$ cat src/rtl/rv_pkg.sv
// rtl/rv_pkg.sv - shared register-file widths and writeback request types
package rv_pkg;

    localparam int XLEN     = 32;
    localparam int REG_AW   = 5;
    localparam int NUM_REGS = 32;

    typedef logic [REG_AW-1:0] reg_addr_t;

    typedef struct packed {
        logic            valid;
        reg_addr_t       rd;
        logic [XLEN-1:0] data;
    } wb_req_t;

endpackage

$ cat src/rtl/rr_arbiter.sv
// rtl/rr_arbiter.sv - round-robin arbiter, one-hot grant searching upward from ptr
module rr_arbiter #(
    parameter int N  = 2,
    parameter int PW = (N > 1) ? $clog2(N) : 1
) (
    input  logic [N-1:0]  req,
    input  logic [PW-1:0] ptr,
    output logic [N-1:0]  gnt
);

    logic [PW:0]   sum;
    logic [PW-1:0] idx;
    logic          found;

    always_comb begin
        gnt   = '0;
        found = 1'b0;
        sum   = '0;
        idx   = '0;
        for (int k = 0; k < N; k++) begin
            // Candidate index is (ptr + k) mod N, kept narrow to avoid a divider.
            sum = {1'b0, ptr} + (PW+1)'(k);
            if (sum >= (PW+1)'(N)) begin
                sum = sum - (PW+1)'(N);
            end
            idx = sum[PW-1:0];
            if (!found && req[idx]) begin
                gnt[idx] = 1'b1;
                found    = 1'b1;
            end
        end
    end

endmodule

$ cat src/rtl/rf_wb_scheduler.sv
// rtl/rf_wb_scheduler.sv - register-file write-port arbiter with pending-write scoreboard
module rf_wb_scheduler #(
    parameter int NREQ   = 2,
    parameter int XLEN   = rv_pkg::XLEN,
    parameter int REG_AW = rv_pkg::REG_AW
) (
    input  logic                       CLK,
    input  logic                       reset,
    input  logic [NREQ-1:0]            req_valid,
    output logic [NREQ-1:0]            req_ready,
    input  logic [NREQ-1:0][REG_AW-1:0] req_rd,
    input  logic [NREQ-1:0][XLEN-1:0]  req_data,
    input  logic                       issue_valid,
    input  logic [REG_AW-1:0]          issue_rd,
    output logic                       issue_ready,
    input  logic [REG_AW-1:0]          rs1,
    input  logic [REG_AW-1:0]          rs2,
    output logic                       rs1_busy,
    output logic                       rs2_busy,
    output logic [REG_AW-1:0]          rf_rd,
    output logic [XLEN-1:0]            rf_data_write,
    output logic                       rf_reg_write,
    output logic [31:0]                busy
);

    import rv_pkg::*;

    localparam int PW = (NREQ > 1) ? $clog2(NREQ) : 1;

    logic [PW-1:0]       rr_ptr_q, rr_ptr_d;
    logic [NUM_REGS-1:0] busy_q, busy_d;
    wb_req_t             wb_q, wb_d;

    logic [NREQ-1:0]   gnt;
    logic              accept;
    logic [PW-1:0]     win_idx;
    logic [REG_AW-1:0] win_rd;
    logic [XLEN-1:0]   win_data;

    rr_arbiter #(.N(NREQ), .PW(PW)) u_arb (
        .req (req_valid),
        .ptr (rr_ptr_q),
        .gnt (gnt)
    );

    assign req_ready = reset ? '0 : gnt;
    assign accept    = |req_ready;

    always_comb begin
        win_idx  = '0;
        win_rd   = '0;
        win_data = '0;
        for (int i = 0; i < NREQ; i++) begin
            if (req_ready[i]) begin
                win_idx  = PW'(i);
                win_rd   = req_rd[i];
                win_data = req_data[i];
            end
        end
    end

    always_comb begin
        rr_ptr_d = rr_ptr_q;
        if (accept) begin
            rr_ptr_d = (win_idx == PW'(NREQ-1)) ? '0 : win_idx + PW'(1);
        end
    end

    // x0 writes are consumed here so the register file never sees them.
    always_comb begin
        wb_d.valid = accept && (win_rd != '0);
        wb_d.rd    = accept ? win_rd   : wb_q.rd;
        wb_d.data  = accept ? win_data : wb_q.data;
    end

    assign issue_ready = ~busy_q[issue_rd] | (issue_rd == '0);
    assign rs1_busy    = busy_q[rs1] & (rs1 != '0);
    assign rs2_busy    = busy_q[rs2] & (rs2 != '0);

    // Set is applied after clear so a same-cycle reservation survives the commit.
    always_comb begin
        busy_d = busy_q;
        if (wb_q.valid) begin
            busy_d[wb_q.rd] = 1'b0;
        end
        if (issue_valid && issue_ready && (issue_rd != '0)) begin
            busy_d[issue_rd] = 1'b1;
        end
        busy_d[0] = 1'b0;
    end

    always_ff @(posedge CLK) begin
        if (reset) begin
            rr_ptr_q <= '0;
            busy_q   <= '0;
            wb_q     <= '0;
        end else begin
            rr_ptr_q <= rr_ptr_d;
            busy_q   <= busy_d;
            wb_q     <= wb_d;
        end
    end

    assign rf_reg_write  = wb_q.valid;
    assign rf_rd         = wb_q.rd;
    assign rf_data_write = wb_q.data;
    assign busy          = busy_q;

endmodule

$ cat config.mk
export PLATFORM = sky130hd
export DESIGN_NAME = rf_wb_scheduler
export DESIGN_NICKNAME = d
export VERILOG_FILES = /design/src/rtl/rv_pkg.sv /design/src/rtl/rr_arbiter.sv /design/src/rtl/rf_wb_scheduler.sv
export SDC_FILE = /design/constraint.sdc
export NUM_CORES = 1
export LEC_CHECK = 0
export CAP_MARGIN = 0
export CORE_AREA = 2 2 98 100
export CTS_CLUSTER_SIZE = 8
export DETAILED_ROUTE_END_ITERATION = 8
export DIE_AREA = 0 0 100 102
export PLACE_DENSITY = 0.8
export SKIP_CTS_REPAIR_TIMING = 1
export SLEW_MARGIN = 40
export SYNTH_ARGS = -nofsm -noshare
export SYNTH_HDL_FRONTEND = slang
export SYNTH_SLANG_ARGS = --single-unit
$ cat constraint.sdc
create_clock -name CLK -period 2.4 [get_ports CLK]
set_clock_uncertainty 0.2 [all_clocks]
set_input_delay 0.36 -clock CLK [delete_from_list [all_inputs] [get_ports CLK]]
set_output_delay 0.36 -clock CLK [all_outputs]
set_load 0.02 [all_outputs]
==> flow_summary_export.csv <==
group,metric,value,unit
run_status,violations,"setup timing",
detailed_routing,final_antenna_net_count,0,
clocking,cts_sinks,70,
place,dpl.hpwl,10.8,mm
power,p_switching,838,uW
power,seqPwrFrac,43.6,%
synthesis,synthCells,437,
sta,finalCriticalPeriod,2.66,ns
clocking,clock_path_buffers,2,
die,die_w,100,um
sta,rsz0062_at_grt,"true",
place,dp_slack,-0.995,ns
sta,worst_slack,-0.263,ns
global_routing,grt_pass1_vias,4443,
power,clock_power_share,32.3,%
finish,finish.instance_area,0.00637,mm2
place,dp.cells,744,
sta,finalSetupViolCount,3,
detailed_routing,routed-via-count,4397,
synthesis,syn_nets,531,
global_routing,grt-ovfl-total,0,
detailed_routing,dr.pass1.iters,5,
run,drv_cap,0,
finish,fin_nets,742,
critical_path,required,1.84,ns
sta,finalCritPeriodShare,111,%
synthesis,avgSynthCellArea,8.80,um2
power,ir_drop,0.287,mV
synthesis,ys_seq_area_share,36.4,%
clocking,cts_buffers,9,
finish,fillerInstances,700,
power,power_density,457,mW/mm2
detailed_routing,drt_iter0_markers,301,
power,p_leak,2.39,nW
critical_path,worst_r2r_path_depth,8,
hold_path,hold_path.class,"reg -> reg",
finish,fin_cells,764,
global_routing,grt_pass1_wl,21.8,mm
power,combPwrFrac,24.1,%
critical_path,critPathMaxFanout,4,
die,die_y,102,um
power,swShare,28.8,%
critical_path,arrival,2.10,ns
die,core_area,0.00911,mm2
die,rows,35,
sta,slew_headroom,56.3,%
critical_path,crit_path_start_kind,"register",
place,gp_congestion,0.990,
die,dieArea,0.0102,mm2
synthesis,synth_seq_cells,70,
synthesis,synth_area,0.00384,mm2
clocking,cts-root-buf,"clkbuf_8",
run_status,status,"finished with violations",
die,start_util,42.2,%
sta,hold_viol,0,
synthesis,synth.distinct_cells,36,
finish,n_antenna_cell,0,
clocking,clk_pin_slew_worst_paths,0.08,ns
synthesis,yosysWarnings,0,
clocking,htree_levels,3,
finish,areaGrowthSynthToFinish,65.8,%
global_routing,grt_util_all_layers,27.1,%
place,placed_area,0.00605,mm2
place,portBuffers,167,
detailed_routing,wl,14.0,mm
detailed_routing,wl_per_cell,18.3,um
power,internal-power,2.08,mW
detailed_routing,vias_per_cell,5.76,
critical_path,path_class,"reg -> out",
die,num_io_pins,169,
hold_path,holdPathStages,2,
sta,fmax,376,MHz
detailed_routing,drc,0,
finish,drive_above_1_share,22.4,%
clocking,cts_tree,"built",
clocking,clk_latency,0.35,ns
critical_path,cp-end-kind,"output pin",
global_routing,grt_max_degree,55,
global_routing,antenna_found_initial,0,
sta,slew_violations,0,
sta,tightest_slew,0.653,ns
sta,timing.hold.ws,0.260,ns
[cells in the mapped netlist, drive strengths merged]
cell type / number / area [um2]
a21oi: 37 / 185
a221oi: 1 / 8.76
a22oi: 38 / 285
a2bb2oi: 1 / 15.0
and2: 2 / 12.5
and3: 1 / 6.26
and3b: 2 / 17.5
buf: 11 / 58.8
clkbuf: 24 / 90.1
conb: 1 / 3.75
dfxtp: 70 / 1400
inv: 1 / 3.75
mux2: 3 / 33.8
mux2i: 6 / 60.1
mux4: 25 / 563
nand2: 82 / 308
nand2b: 5 / 31.3
nand3: 2 / 10.0
nand3b: 22 / 165
nand4b: 1 / 8.76
nor2: 10 / 37.5
nor2b: 19 / 119
nor3: 4 / 20.0
nor3b: 8 / 60.1
o2111ai: 1 / 8.76
o211ai: 1 / 12.5
o21ai: 50 / 250
o22ai: 1 / 6.26
o31ai: 1 / 7.51
o41ai: 1 / 8.76
or3: 1 / 6.26
or3b: 2 / 17.5
or4: 3 / 22.5
[per-layer routing]
layer / vias up / wire length [um] / part of all wire, % / GRT usage [%]
met5: - / 0 / 0 / 0
met4: 0 / 458 / 3.3 / 14.3
met3: 41 / 1500 / 11 / 7.46
met2: 297 / 7160 / 51 / 48.4
met1: 2024 / 4900 / 35 / 29.4
li1: 2035 / - / - / -
[area by class of cell]
| type | instances | area (um2) | share of cell area (%) |
|---|---|---|---|
| Tap cell | 111 | 139 | 2.18 |
| Clock inverter | 6 | 62.6 | 0.981 |
| Inverter | 1 | 3.75 | 0.0589 |
| Multi-Input combinational cell | 331 | 2340 | 36.6 |
| Clock buffer | 10 | 128 | 2.00 |
| Timing Repair Buffer | 235 | 2280 | 35.7 |
| Sequential cell | 70 | 1430 | 22.4 |
[sequential cells by signal, summed over array words and instances (netlist names)]
name and flops:
rr_ptr_q 1, rf_reg_write 1, rf_data_write 32, rf_rd 5, busy 31
[cell families (layout without fill, tap and decap cells)]
group / count (synthesis) / in the layout / synth area share (%)
AOI/OAI and AO/OA: 132 / 132 / 20.5
and+or+nand+nor: 164 / 164 / 21.9
DFF: 70 / 70 / 36.4
muxes: 34 / 34 / 17.1
buffers and inverters: 36 / 252 / 3.97
other: 1 / 1 / 0.0975
[stage by stage]
step / total power, mW / setup TNS, ns / utilization (%)
2_1_floorplan: 1.59 / 0 / -
3_3_place_gp: 1.96 / -3.58 / 66.4
3_5_place_dp: 1.98 / -4.02 / 66.4
4_1_cts: 2.91 / -2.78 / 68.5
5_1_grt: 3.02 / -0.757 / 70.0
6_report: 2.91 / -0.653 / 70.0
[worst max-delay path, stage by stage, from the launching register on]
cell and delay (ns):
dfxtp_4 0.36, mux4_2 0.47, mux4_2 0.51, mux2_4 0.29, buf_6 0.13
[power groups by stage]
stage	combinational [mW]	sequential [mW]	clock, mW
detailed placement	0.688	1.29	0
finish	0.703	1.27	0.942
global route	0.746	1.28	1.00
global placement	0.675	1.29	0
CTS	0.691	1.27	0.947
floorplan	0.242	1.34	0
[worst paths after layout]
path,from,to,slack (ns)
setup / recovery,busy[15],rs2_busy,-0.26
hold / removal,rf_data_write[0],rf_data_write[0],0.26
setup reg to reg,busy[15],busy[13],0.25
hold reg to reg,rf_data_write[0],rf_data_write[0],0.26
[layout by cell type (no fill, tap or decap), types with 2 or more instances in the layout]
cell type and n:
clkdlybuf4s50_1 154, nand2_1 82, buf_4 60, dfxtp_1 50
o21ai_0 46, a22oi_1 37, a21oi_1 37, mux4_2 25
nand3b_1 22, nor2b_1 19, dfxtp_2 19, clkbuf_8 9
dlymetal6s2s_1 9, nor2_1 8, nor3b_1 8, buf_6 6
nand2b_1 5, mux2i_1 5, buf_12 5, nor3_1 4
o21ai_1 3, or4_1 3, clkinvlp_4 3, mux2_2 2
or3b_2 2, nor2_2 2, and2_1 2, nand3_1 2
and3b_1 2, clkinv_2 2
Power figures use the tool's default switching activity.
